===== config.mk =====
export PLATFORM = sky130hd
export DESIGN_NAME = qc_signal_decimator
export DESIGN_NICKNAME = d
export VERILOG_FILES = /design/src/rtl/qc_signal_decimator.sv
export SDC_FILE = /design/constraint.sdc
export NUM_CORES = 1
export LEC_CHECK = 0
export ABC_AREA = 1
export BUFFER_PORTS_ARGS = -buffer_cell sky130_fd_sc_hd__buf_4
export CAP_MARGIN = 40
export CORE_MARGIN = 4
export CORE_UTILIZATION = 30
export CTS_BUF_LIST = sky130_fd_sc_hd__clkbuf_8
export DETAILED_ROUTE_END_ITERATION = 8
export PLACE_DENSITY = 0.54
export SLEW_MARGIN = 20
export SYNTH_ARGS = -nofsm -noshare
export SYNTH_HDL_FRONTEND = slang
export SYNTH_SLANG_ARGS = --single-unit

===== constraint.sdc =====
create_clock -name a_clk -period 2.93 [get_ports a_clk]
set_input_delay 0.293 -clock a_clk [delete_from_list [all_inputs] [get_ports a_clk]]
set_output_delay 0.293 -clock a_clk [all_outputs]
set_load 0.05 [all_outputs]

===== src/rtl/qc_signal_decimator.sv =====
// qc_signal_decimator: boxcar-averages signed ADC samples over 2^DECII_LEN2
// samples, rescales to SIGNAL_M_WIDTH, subtracts dc_offset with saturation and
// queues the words in a small FIFO feeding an AXI-Stream master.
// Latency: last sample of a group at edge E0, FIFO write at E1, tvalid after E1.
// Backpressure: M_AXIS_tready stalls the FIFO; a push into a full FIFO with no
// pop is dropped and recorded in overflow / drop_count.
// Ports:
//   a_clk, a_rst                 clock, synchronous active-high reset
//   S_AXIS_ADC_tdata/_tvalid     signed input samples (always accepted)
//   enable                       0 clears the accumulator, discards partial groups
//   dc_offset                    signed offset in output LSBs
//   clear_overflow               clears overflow and drop_count
//   M_AXIS_tdata/_tvalid/_tready output stream (FIFO head)
//   fill_level, overflow, drop_count  FIFO status
module qc_signal_decimator #(
  parameter int ADC_WIDTH      = 14,
  parameter int SIGNAL_M_WIDTH = 16,
  parameter int DECII_LEN2     = 2,
  parameter int FIFO_LEN2      = 2
) (
  input  logic                      a_clk,
  input  logic                      a_rst,
  input  logic [ADC_WIDTH-1:0]      S_AXIS_ADC_tdata,
  input  logic                      S_AXIS_ADC_tvalid,
  input  logic                      enable,
  input  logic [15:0]               dc_offset,
  input  logic                      clear_overflow,
  output logic [SIGNAL_M_WIDTH-1:0] M_AXIS_tdata,
  output logic                      M_AXIS_tvalid,
  input  logic                      M_AXIS_tready,
  output logic [FIFO_LEN2:0]        fill_level,
  output logic                      overflow,
  output logic [15:0]               drop_count
);

  localparam int ACC_W  = ADC_WIDTH + DECII_LEN2;
  localparam int CNT_W  = (DECII_LEN2 > 0) ? DECII_LEN2 : 1;
  localparam int SHL    = SIGNAL_M_WIDTH - ADC_WIDTH;
  localparam int SC_W   = ACC_W + SHL;
  // Wide enough for both the scaled word and the 16-bit offset, plus headroom.
  localparam int DIFF_W = ((SIGNAL_M_WIDTH > 16) ? SIGNAL_M_WIDTH : 16) + 2;
  localparam int DEPTH  = 1 << FIFO_LEN2;

  localparam logic [CNT_W-1:0] CNT_LAST = CNT_W'((1 << DECII_LEN2) - 1);
  localparam logic signed [DIFF_W-1:0] SAT_MAX = DIFF_W'((1 << (SIGNAL_M_WIDTH - 1)) - 1);
  localparam logic signed [DIFF_W-1:0] SAT_MIN = -SAT_MAX - DIFF_W'(1);

  // ---------------- stage 1: accumulate ----------------
  logic signed [ACC_W-1:0] acc_q, acc_d, sum_q, sum_d, acc_sum;
  logic [CNT_W-1:0]        cnt_q, cnt_d;
  logic                    s2_vld_q, s2_vld_d;

  assign acc_sum = acc_q + ACC_W'($signed(S_AXIS_ADC_tdata));

  always_comb begin
    acc_d    = acc_q;
    cnt_d    = cnt_q;
    sum_d    = sum_q;
    s2_vld_d = 1'b0;
    if (!enable) begin
      acc_d = '0;
      cnt_d = '0;
    end else if (S_AXIS_ADC_tvalid) begin
      if (cnt_q == CNT_LAST) begin
        // Group complete: hand the full sum (incl. this sample) to stage 2.
        sum_d    = acc_sum;
        acc_d    = '0;
        cnt_d    = '0;
        s2_vld_d = 1'b1;
      end else begin
        acc_d = acc_sum;
        cnt_d = cnt_q + CNT_W'(1);
      end
    end
  end

  // ---------------- stage 2: scale, offset, saturate ----------------
  logic signed [SC_W-1:0]           sum_shl, sum_sc;
  logic signed [SIGNAL_M_WIDTH-1:0] scaled, word;
  logic signed [DIFF_W-1:0]         diff;

  always_comb begin
    sum_shl = SC_W'(sum_q) <<< SHL;
    sum_sc  = sum_shl >>> DECII_LEN2;   // arithmetic, floors toward -inf
    // The average never exceeds the ADC range, so the low bits hold it exactly.
    scaled  = sum_sc[SIGNAL_M_WIDTH-1:0];
    diff    = DIFF_W'(scaled) - DIFF_W'($signed(dc_offset));
    if (diff > SAT_MAX)      word = SAT_MAX[SIGNAL_M_WIDTH-1:0];
    else if (diff < SAT_MIN) word = SAT_MIN[SIGNAL_M_WIDTH-1:0];
    else                     word = diff[SIGNAL_M_WIDTH-1:0];
  end

  // ---------------- output FIFO ----------------
  logic [SIGNAL_M_WIDTH-1:0] mem_q [DEPTH];
  logic [FIFO_LEN2-1:0]      wr_q, rd_q;
  logic [FIFO_LEN2:0]        lvl_q;
  logic                      ovf_q;
  logic [15:0]               drop_q;
  logic                      push, pop, full, wr_en, drop;

  assign push  = s2_vld_q;
  assign pop   = M_AXIS_tvalid && M_AXIS_tready;
  assign full  = (lvl_q == (FIFO_LEN2 + 1)'(DEPTH));
  // A pop in the same cycle frees the slot, so a full FIFO still accepts.
  assign wr_en = push && (!full || pop);
  assign drop  = push && full && !pop;

  always_ff @(posedge a_clk) begin
    if (a_rst) begin
      acc_q    <= '0;
      cnt_q    <= '0;
      sum_q    <= '0;
      s2_vld_q <= 1'b0;
      wr_q     <= '0;
      rd_q     <= '0;
      lvl_q    <= '0;
      ovf_q    <= 1'b0;
      drop_q   <= '0;
    end else begin
      acc_q    <= acc_d;
      cnt_q    <= cnt_d;
      sum_q    <= sum_d;
      s2_vld_q <= s2_vld_d;
      if (wr_en) begin
        mem_q[wr_q] <= word;
        wr_q        <= wr_q + FIFO_LEN2'(1);
      end
      if (pop) rd_q <= rd_q + FIFO_LEN2'(1);
      if (wr_en && !pop)      lvl_q <= lvl_q + (FIFO_LEN2 + 1)'(1);
      else if (!wr_en && pop) lvl_q <= lvl_q - (FIFO_LEN2 + 1)'(1);
      // A drop in the clearing cycle wins and counts as the first drop.
      if (drop) begin
        ovf_q <= 1'b1;
        if (clear_overflow)       drop_q <= 16'd1;
        else if (drop_q != 16'hFFFF) drop_q <= drop_q + 16'd1;
      end else if (clear_overflow) begin
        ovf_q  <= 1'b0;
        drop_q <= '0;
      end
    end
  end

  assign M_AXIS_tvalid = (lvl_q != '0);
  assign M_AXIS_tdata  = M_AXIS_tvalid ? mem_q[rd_q] : '0;
  assign fill_level    = lvl_q;
  assign overflow      = ovf_q;
  assign drop_count    = drop_q;

endmodule


==> results.cfg, run 1 <==
[critical_path]
arrival_ns = 2.53
crit_type = register to register
cp_max_fo = 15
required_ns = 3.11
critPathCaptureType = register
cp-start-kind = register

[finish]
nNetsFinal = 1160
final_area_um2 = 8800
final_util_pct = 36.2
drive_gt1_share_pct = 15.6
mostFrequentLayoutCells = nand2_1 (265), inv_1 (157), nor2_1 (117)
diodes = 0
final_common_cell = nand2_1
finalNonFillerCells = 1420
area_growth_pct = 18.4

[routing]
firstDrtPassIters = 5
routed_wl_mm = 18.0
ant_nets = 0
first_iter_violations = 252
num_vias = 6307
viasPerCell = 4.44
drc_errors = 0
wl_per_cell_um = 12.7

[placement]
post-place-ws_ns = 0.502
place_area_um2 = 8380
dp_cells = 1386
port-buffer-count = 72
gp_congestion = 0.835
dp_hpwl_mm = 13.3

[die]
row_count = 57
start_util_pct = 30.6
placeableCoreArea_um2 = 24300
ios = 73
die_h_um = 165
dieArea_um2 = 27400
die_width_um = 165

[timing]
period_needed_ns = 2.34
skew_ns = 0.0157
tns_ns = 0
worst_slack_ns = 0.586
worstMarginPinSlew_ns = 0.544
period_share_pct = 80.0
max-slew-margin-rel_pct = 63.5
hold_viol_final = 0
max_clock_freq_ghz = 0.427
rsz0062_at_grt = false
fin_hold_ws_ns = 0.106
setup_violations = 0
slew_violations = 0

[grt]
grt.met1_usage_pct = 18.2
globalRouteOverflowTotal = 0
first_global_vias = 5812
antenna_found_initial = 0
met2_usage_pct = 21.0
grt-busiest-layer = met2
grt_usage_pct = 13.3
grt_max_degree = 33
grt_use_met3_pct = 3.10
grt_first_pass_wirelength_mm = 28.5

[clocking]
post-cts-setup-buffers = 0
cts.sinks = 125
h-tree-depth = 4
cts_buffers = 17
clk_root_buffer_cell = clkbuf_8
cts_resized = 0
cts_hold_buf = 1
path_clk_slew_ns = 0.09
clock_latency_ns = 0.46
clk_path_buf_depth = 2
cts_tree = built

[yosys]
yosys_warnings = 0
synth_edf_count = 64
synth.distinct_cells = 42
synth_nets = 1077
synth_top_area_cell = edfxtp_1
synthesis.area_um2 = 7440
synth_seq_cells = 125
async_flop_share_pct = 0
synth_area_leaders = edfxtp_1 (26%), dfxtp_1 (16%), nand2_1 (13%), inv_1 (7.9%), ha_1 (6.4%)
synth_ff_type = edfxtp_1
postSynthCellCount = 1000
syn_avg_cell_area_um2 = 7.44
synth_top_area_share_pct = 25.8
synth-seq-area-share_pct = 42.3

[min_path]
worstHoldPathType = primary input to register

[status]
status = finished clean

[power]
total_power_mw = 5.49
leakagePower_nw = 4.15
p_per_area_nw_per_um2 = 623
irDropWorstVdd_mv = 0.552

[run]
cap_violations = 0
[final timing paths]
path         cells past startpoint  slack, ns       from       endpoint
max reg2reg                     15       0.59  scaled[0]    mem_q[3][0]
max                             15       0.59  scaled[0]    mem_q[3][0]
min reg2reg                      2       0.47  scaled[0]      scaled[0]
min                              2       0.11      a_rst  drop_count[8]
[synth_stat cells (all sizes together) (2+ instances only)]
library cell  count
clkbuf           16
a22oi             3
fa                3
nand3b            4
o211ai            2
o21a              4
nor3              7
nor4              2
dfxtp            61
nor2            122
a21oi            71
ha               38
buf               8
clkinv            2
nand4             9
nand3            38
xor2             14
edfxtp           64
xnor2             4
and2              2
o21bai            8
nand2           293
o21ai            60
inv             162
[power breakdown]
| part | internal [mW] | leakage, nW | switching [mW] | total, mW |
|---|---|---|---|---|
| clock | 0.716 | 0.202 | 0.820 | 1.54 |
| combinational | 0.570 | 2.88 | 1.44 | 2.01 |
| sequential | 1.89 | 1.07 | 0.0456 | 1.94 |
[logic make-up (layout without fill, tap and decap cells)]
kind of cell / after synthesis / in the layout / synth area share [%]
AOI/OAI and AO/OA: 150 / 150 / 11.0
DFF: 125 / 125 / 42.3
and+or+nand+nor: 478 / 478 / 27.6
adders and majority gates: 41 / 41 / 7.20
xor gates and xnor gates: 18 / 18 / 2.12
buffers and inverters: 188 / 284 / 9.81
[final cells by class]
type | count | area, um2
Fill cell | 2599 | 15500
Multi-Input combinational cell | 687 | 3570
Sequential cell | 125 | 3140
Timing Repair Buffer | 88 | 671
Inverter | 164 | 616
Tap cell | 324 | 405
Clock buffer | 17 | 234
Clock inverter | 15 | 164
[per-layer routing]
| layer | part of all wire [%] | vias to the layer above |
|---|---|---|
| li1 | - | 3346 |
| met4 | 1.4 | 0 |
| met5 | 0 | - |
| met2 | 45 | 96 |
| met1 | 50 | 2846 |
| met3 | 3.6 | 19 |
[worst max-delay path, stage by stage, from the launching register on]
cell and delay [ns]:
dfxtp_1 0.32, inv_1 0.05, ha_1 0.20, fa_1 0.40, inv_1 0.07, nand3_1 0.07, nand2_2 0.11, nand2_2 0.05
nand2_2 0.10, nand2_2 0.08, nand2_2 0.08, nand2_4 0.06, nand2_4 0.08, nand2_4 0.17, nand2_1 0.12, nand2_1 0.11
[flip-flops by register name, summed over array words and instances (netlist names), named ones only]
name        flops
wr_q            2
mem_q          64
fill_level      3
drop_count     16
acc_q          16
rd_q            2
overflow        1
push            1
scaled         16
cnt_q           2
Power figures use the tool's default switching activity.
==> run 2, diff against run 1 <==
Settings changed: PLACE_DENSITY 0.54 to 0.56.
Clock period 2.93 ns to 1.9 ns, I/O delays scaled along.
==> run 2 against run 1 <==
The run now ends with setup timing left. Sequential share of layout area down 4.3 points. Sequential cell count is the same. Design area up 14%. Clock power up 34%. Power up 65%. Cell count grew 4.7%. First-iteration DRC count decreased by 15%. Largest power group unchanged. Sequential power grew 58%. Utilization increased by 5.2 points. Critical path depth did not move. Worst setup slack worse by 0.74 ns.
==> results.cfg, run 2 (synthesis results as in run 1) <==
[min_path]
worstHoldPathType = primary input to register
hold_path.startpoint = clear_overflow

[die]
row_count = 57
die_width_um = 165
ios = 73
dieArea_um2 = 27400
die_h_um = 165
start_util_pct = 30.6
placeableCoreArea_um2 = 24300

[power]
irDropWorstVdd_mv = 0.781
switchingPower_mw = 3.84
combPwrFrac_pct = 43.3
p_per_area_nw_per_um2 = 901
intPower_mw = 5.23
seq_power_share_pct = 33.8
sw_frac_of_total_pct = 42.3
clkPwrFrac_pct = 22.9
leakagePower_nw = 4.58

[timing]
skew_ns = 0.0155
rsz0062_at_grt = true
max_clock_freq_ghz = 0.488
setup_violations = 67
worst_slack_ns = -0.150
period_share_pct = 108
worstMarginPinSlew_ns = 0.378
hold_viol_final = 0
period_needed_ns = 2.05
slew_violations = 0
max-slew-margin-rel_pct = 74.8
tns_ns = -8.14

[critical_path]
critPathCaptureType = register
crit_path_end = mem_q[2][6]
r2r_slack_ns = -0.15
setup.worst_path.start = scaled[0]
r2r_end = mem_q[2][6]
crit_type = register to register
cp_max_fo = 7
cp-start-kind = register
ff2ff_path_depth = 15
required_ns = 2.09
r2r-start = scaled[0]
arrival_ns = 2.24

[finish]
diodes = 0
largest_register_ffs = 64
drive_gt1_share_pct = 29.7
mostFrequentLayoutCells = nand2_1 (243), inv_1 (152), buf_4 (129)
area_growth_pct = 35.3
final_area_um2 = 10100
final_util_pct = 41.4
largest-register = mem_q
n_fill_cell = 2470
nNetsFinal = 1227
final_common_cell = nand2_1

[clocking]
cts.sinks = 125
cts_tree = built
clk_path_buf_depth = 2
h-tree-depth = 4
path_clk_slew_ns = 0.08
cts_buffers = 17
clock_latency_ns = 0.45
clk_root_buffer_cell = clkbuf_8

[placement]
port-buffer-count = 72
place_area_um2 = 8890
dp_hpwl_mm = 13.5
post-place-ws_ns = -0.238
gp_congestion = 0.850

[grt]
first_global_vias = 6582
grt_usage_pct = 14.4
grt_use_met3_pct = 2.88
grt_first_pass_wirelength_mm = 31.3
antenna_found_initial = 0
grt-busiest-layer = met2
met2_usage_pct = 23.8
grt.met1_usage_pct = 18.9
globalRouteOverflowTotal = 0
grt_max_degree = 29

[routing]
drc_errors = 0
num_vias = 6587
viasPerCell = 4.43
first_iter_violations = 214
wl_per_cell_um = 12.8
ant_nets = 0
firstDrtPassIters = 4
routed_wl_mm = 19.0

[status]
violations = setup timing
status = complete, but fails checks

[run]
cap_violations = 0
## run 2: repair_timing
item | 4_1_cts | 5_1_grt
pin swaps | 27 | 38
hold endpoints to repair | 11 | 0
endpoints found under the setup margin | 76 | 101
cloned | 5 | 1
resized for setup | 87 | 103
setup buffers | 5 | 3
hold buffers | 2 | 0
## run 2: cell type report
| cell class | instances | area, um2 | area share, % |
|---|---|---|---|
| clock inverter | 15 | 115 | 1.14 |
| tap | 324 | 405 | 4.03 |
| clock buffer | 17 | 234 | 2.33 |
| sequential | 125 | 3160 | 31.4 |
| timing repair buffer | 153 | 1310 | 13.1 |
| inverter | 164 | 629 | 6.25 |
| multi-input combinational | 689 | 4200 | 41.8 |
## run 2: per-stage QoR
step                hold WS, ns  total power, mW  instances
floorplan                 0.285             5.31       1000
global placement          0.413             6.35       1441
detailed placement        0.414             6.36       1441
CTS                      0.0393             8.91       1485
global route             0.0710             9.55       1487
finish                   0.0716             9.07       1487
## run 2: worst min path at each step
stage | slack (ns) | cells past startpoint | endpoint
floorplan | 0.28 | 1 | cnt_q[0]
global placement | 0.41 | 2 | cnt_q[0]
detailed placement | 0.41 | 2 | cnt_q[0]
CTS | 0.04 | 4 | drop_count[8]
global route | 0.07 | 4 | drop_count[8]
finish | 0.07 | 4 | drop_count[15]
## run 2: per-layer routing
metal / wire length (um) / part of all wire (%)
met1: 9160 / 48
met2: 8980 / 47
met3: 594 / 3.1
met4: 303 / 1.6
met5: 0 / 0
## run 2: power by group through the flow
stage	logic (mW)	registers [mW]	clock network [mW]
after floorplan	2.14	3.17	0
after global placement	3.27	3.08	0
after detailed placement	3.28	3.08	0
after CTS	3.70	3.06	2.16
after global routing	4.21	3.09	2.25
final	3.93	3.07	2.07
## run 2: critical path, cell delays in order, from the launching register on
cell and delay (ns):
dfxtp_2 0.32, inv_2 0.05, ha_4 0.15, fa_2 0.34
inv_2 0.06, nand3_2 0.05, nand2_2 0.07, nand2_2 0.05
nand2_2 0.08, nand2_4 0.07, nand2_4 0.09, nand2_8 0.08
nand2_8 0.11, nand2_8 0.11, nand2_4 0.07, nand2_2 0.07
==> run 3, diff against run 2 <==
Settings changed: ABC_AREA 1 to unset.
==> run 3 against run 2 <==
The run still ends with setup timing left. Routed wire length shrank 14%. Critical endpoint is now mem_q[3][2]. Clock skew decreased by 0.0041 ns. Highest routed layer unchanged. Clock-buffer cell count did not move.
==> results.cfg, run 3 <==
[die]
start_util_pct = 30.5
die_h_um = 157
placeableCoreArea_um2 = 21800
row_count = 54
ios = 73
die_width_um = 157
dieArea_um2 = 24500

[critical_path]
critPathCaptureType = register
path_cells = inv_2 > ha_4 > fa_2 > nor2b_1 > o31a_1 > o41a_1 > o2111ai_2 > a41oi_2 > nor2_1 > buf_4 > buf_8 > a21oi_4
slowest_delay_ns = 0.35
crit_type = register to register
cp_top_family = compound AO/OA/AOI/OAI gates
required_ns = 2.07
cp-start-kind = register
cp_max_fo = 6
cpMaxStageDelayCell = o41a_1
cp.buffers_inverters = 3
arrival_ns = 2.78

[routing]
first_iter_violations = 207
routed_wl_mm = 16.4
ant_nets = 0
wl_per_cell_um = 14.8
viasPerCell = 4.77
num_vias = 5292
firstDrtPassIters = 6
drc_errors = 0

[yosys]
ys_top_cells_by_count = edfxtp_1 (64), dfxtp_1 (61), nor2_1 (61)
postSynthCellCount = 624
synth_top_area_cell = edfxtp_1
async_flop_share_pct = 0
synth_most_common_cell = edfxtp_1
synth_edf_count = 64
synth_area_leaders = edfxtp_1 (29%), dfxtp_1 (18%), ha_1 (7.2%), mux4_2 (5.4%), nor2_1 (3.5%)
synth.distinct_cells = 70
syn_avg_cell_area_um2 = 10.6
yosys_warnings = 0
synthesis.area_um2 = 6630
synth_ff_type = edfxtp_1
synth-seq-area-share_pct = 47.4
synth_nets = 701
synth_top_area_share_pct = 29.0
synth_seq_cells = 125

[grt]
met2_usage_pct = 22.1
first_global_vias = 5246
grt_usage_pct = 13.6
grt_use_met3_pct = 3.26
globalRouteOverflowTotal = 0
grt-busiest-layer = met2
grt_max_degree = 19
grt.met1_usage_pct = 17.9
grt_first_pass_wirelength_mm = 26.3
antenna_found_initial = 0

[min_path]
worstHoldPathType = primary input to register

[power]
p_per_area_nw_per_um2 = 890
total_power_mw = 8.54
irDropWorstVdd_mv = 0.441
leakagePower_nw = 3.79

[placement]
port-buffer-count = 72
gp_congestion = 0.810
dp_hpwl_mm = 11.8

[timing]
hold_viol_final = 0
max-slew-margin-rel_pct = 75.9
period_needed_ns = 2.61
rsz0062_at_grt = true
skew_ns = 0.0113
worstMarginPinSlew_ns = 0.358
max_clock_freq_ghz = 0.384
worst_slack_ns = -0.706
period_share_pct = 137
slew_violations = 0
setup_violations = 97

[clocking]
cts_tree = built
path_clk_slew_ns = 0.08
clk_root_buffer_cell = clkbuf_8
cts_buffers = 17
clk_path_buf_depth = 2
clock_latency_ns = 0.43
h-tree-depth = 4
cts.sinks = 125

[finish]
n_fill_cell = 2102
largest_register_ffs = 64
largest-register = mem_q
final_common_cell = buf_4
area_growth_pct = 44.8
final_util_pct = 44.1
mostFrequentLayoutCells = buf_4 (169), edfxtp_1 (64), nor2_1 (59)
drive_gt1_share_pct = 45.2
diodes = 0
nNetsFinal = 893

[status]
status = complete, but fails checks
violations = setup timing

[run]
cap_violations = 0
run 3: changes by cell type in the layout (fill, tap and decap cells not counted), sizes merged, moves of 9 or more:
cell,before,now
a21o,1,11
a21oi,71,45
and2,2,21
buf,149,198
inv,168,39
mux4,0,16
nand2,294,42
nand3,38,15
nor2,122,61
o21ai,60,17
xnor2,4,15
xor2,14,23
run 3: worst reg2reg max path, stage by stage (launching register included):
cell and delay [ns]:
dfxtp_2 0.33, inv_2 0.06, ha_4 0.14, fa_2 0.20
nor2b_1 0.05, o31a_1 0.32, o41a_1 0.35, o2111ai_2 0.19
a41oi_2 0.19, nor2_1 0.15, buf_4 0.17, buf_8 0.15
a21oi_4 0.05
run 3: repair_timing:
item	in CTS	in global routing
hold buffers	1	0
gates cloned	1	0
hold endpoints to repair	1	0
buffers inserted	12	7
gates resized for setup	103	32
endpoints found under the setup margin	99	110
pin swaps	36	33
run 3: power breakdown:
part,total (mW),switching [mW],internal [mW]
clock,2.22,1.16,1.05
sequential,2.99,0.0710,2.92
combinational,3.33,1.83,1.50
run 3: area by class of cell:
type / instances / area, um2 / share of cell area (%)
clock buffers: 17 / 234 / 2.44
clock inverters: 15 / 138 / 1.43
inverters: 33 / 126 / 1.32
multi-input cells: 440 / 3900 / 40.6
flip-flops and latches: 125 / 3180 / 33.2
well taps: 280 / 350 / 3.65
repair buffers: 199 / 1670 / 17.4
run 3: cells by family after synthesis:
logic type | after synthesis | synth area share (%)
XOR/XNOR | 38 | 5.02
AO/OA/AOI/OAI | 139 | 14.3
multiplexers | 21 | 6.19
buffers and inverters | 59 | 3.72
flip-flops | 125 | 47.4
adder cells (fa/ha/maj) | 43 | 8.38
AND/OR/NAND/NOR | 199 | 15.0
run 3: routing by layer:
metal | vias up | part of all wire, %
met3 | 13 | 3.3
met1 | 2528 | 48
met4 | 0 | 1.2
li1 | 2668 | -
met5 | - | 0
met2 | 83 | 48
run 3: worst paths after layout:
kind,startpoint,end,slack (ns),cells after the start
worst max-delay path,scaled[0],mem_q[3][2],-0.71,12
worst min-delay path,clear_overflow,overflow,0.04,3
worst max register to register,scaled[0],mem_q[3][2],-0.71,12
worst min register to register,scaled[3],scaled[3],0.46,2
run 3: per-stage QoR:
stage,area (um2),cells,hold slack (ns),setup TNS (ns),setup slack (ns)
detailed placement,8490,1058,0.458,-51.59,-0.804
CTS,9380,1102,0.00747,-50.18,-0.743
global route,9600,1109,0.0154,-59.98,-0.859
finish,9600,1109,0.0445,-46.51,-0.706
floorplan,6880,624,0.358,-30.67,-0.527
global placement,8490,1058,0.449,-44.30,-0.712
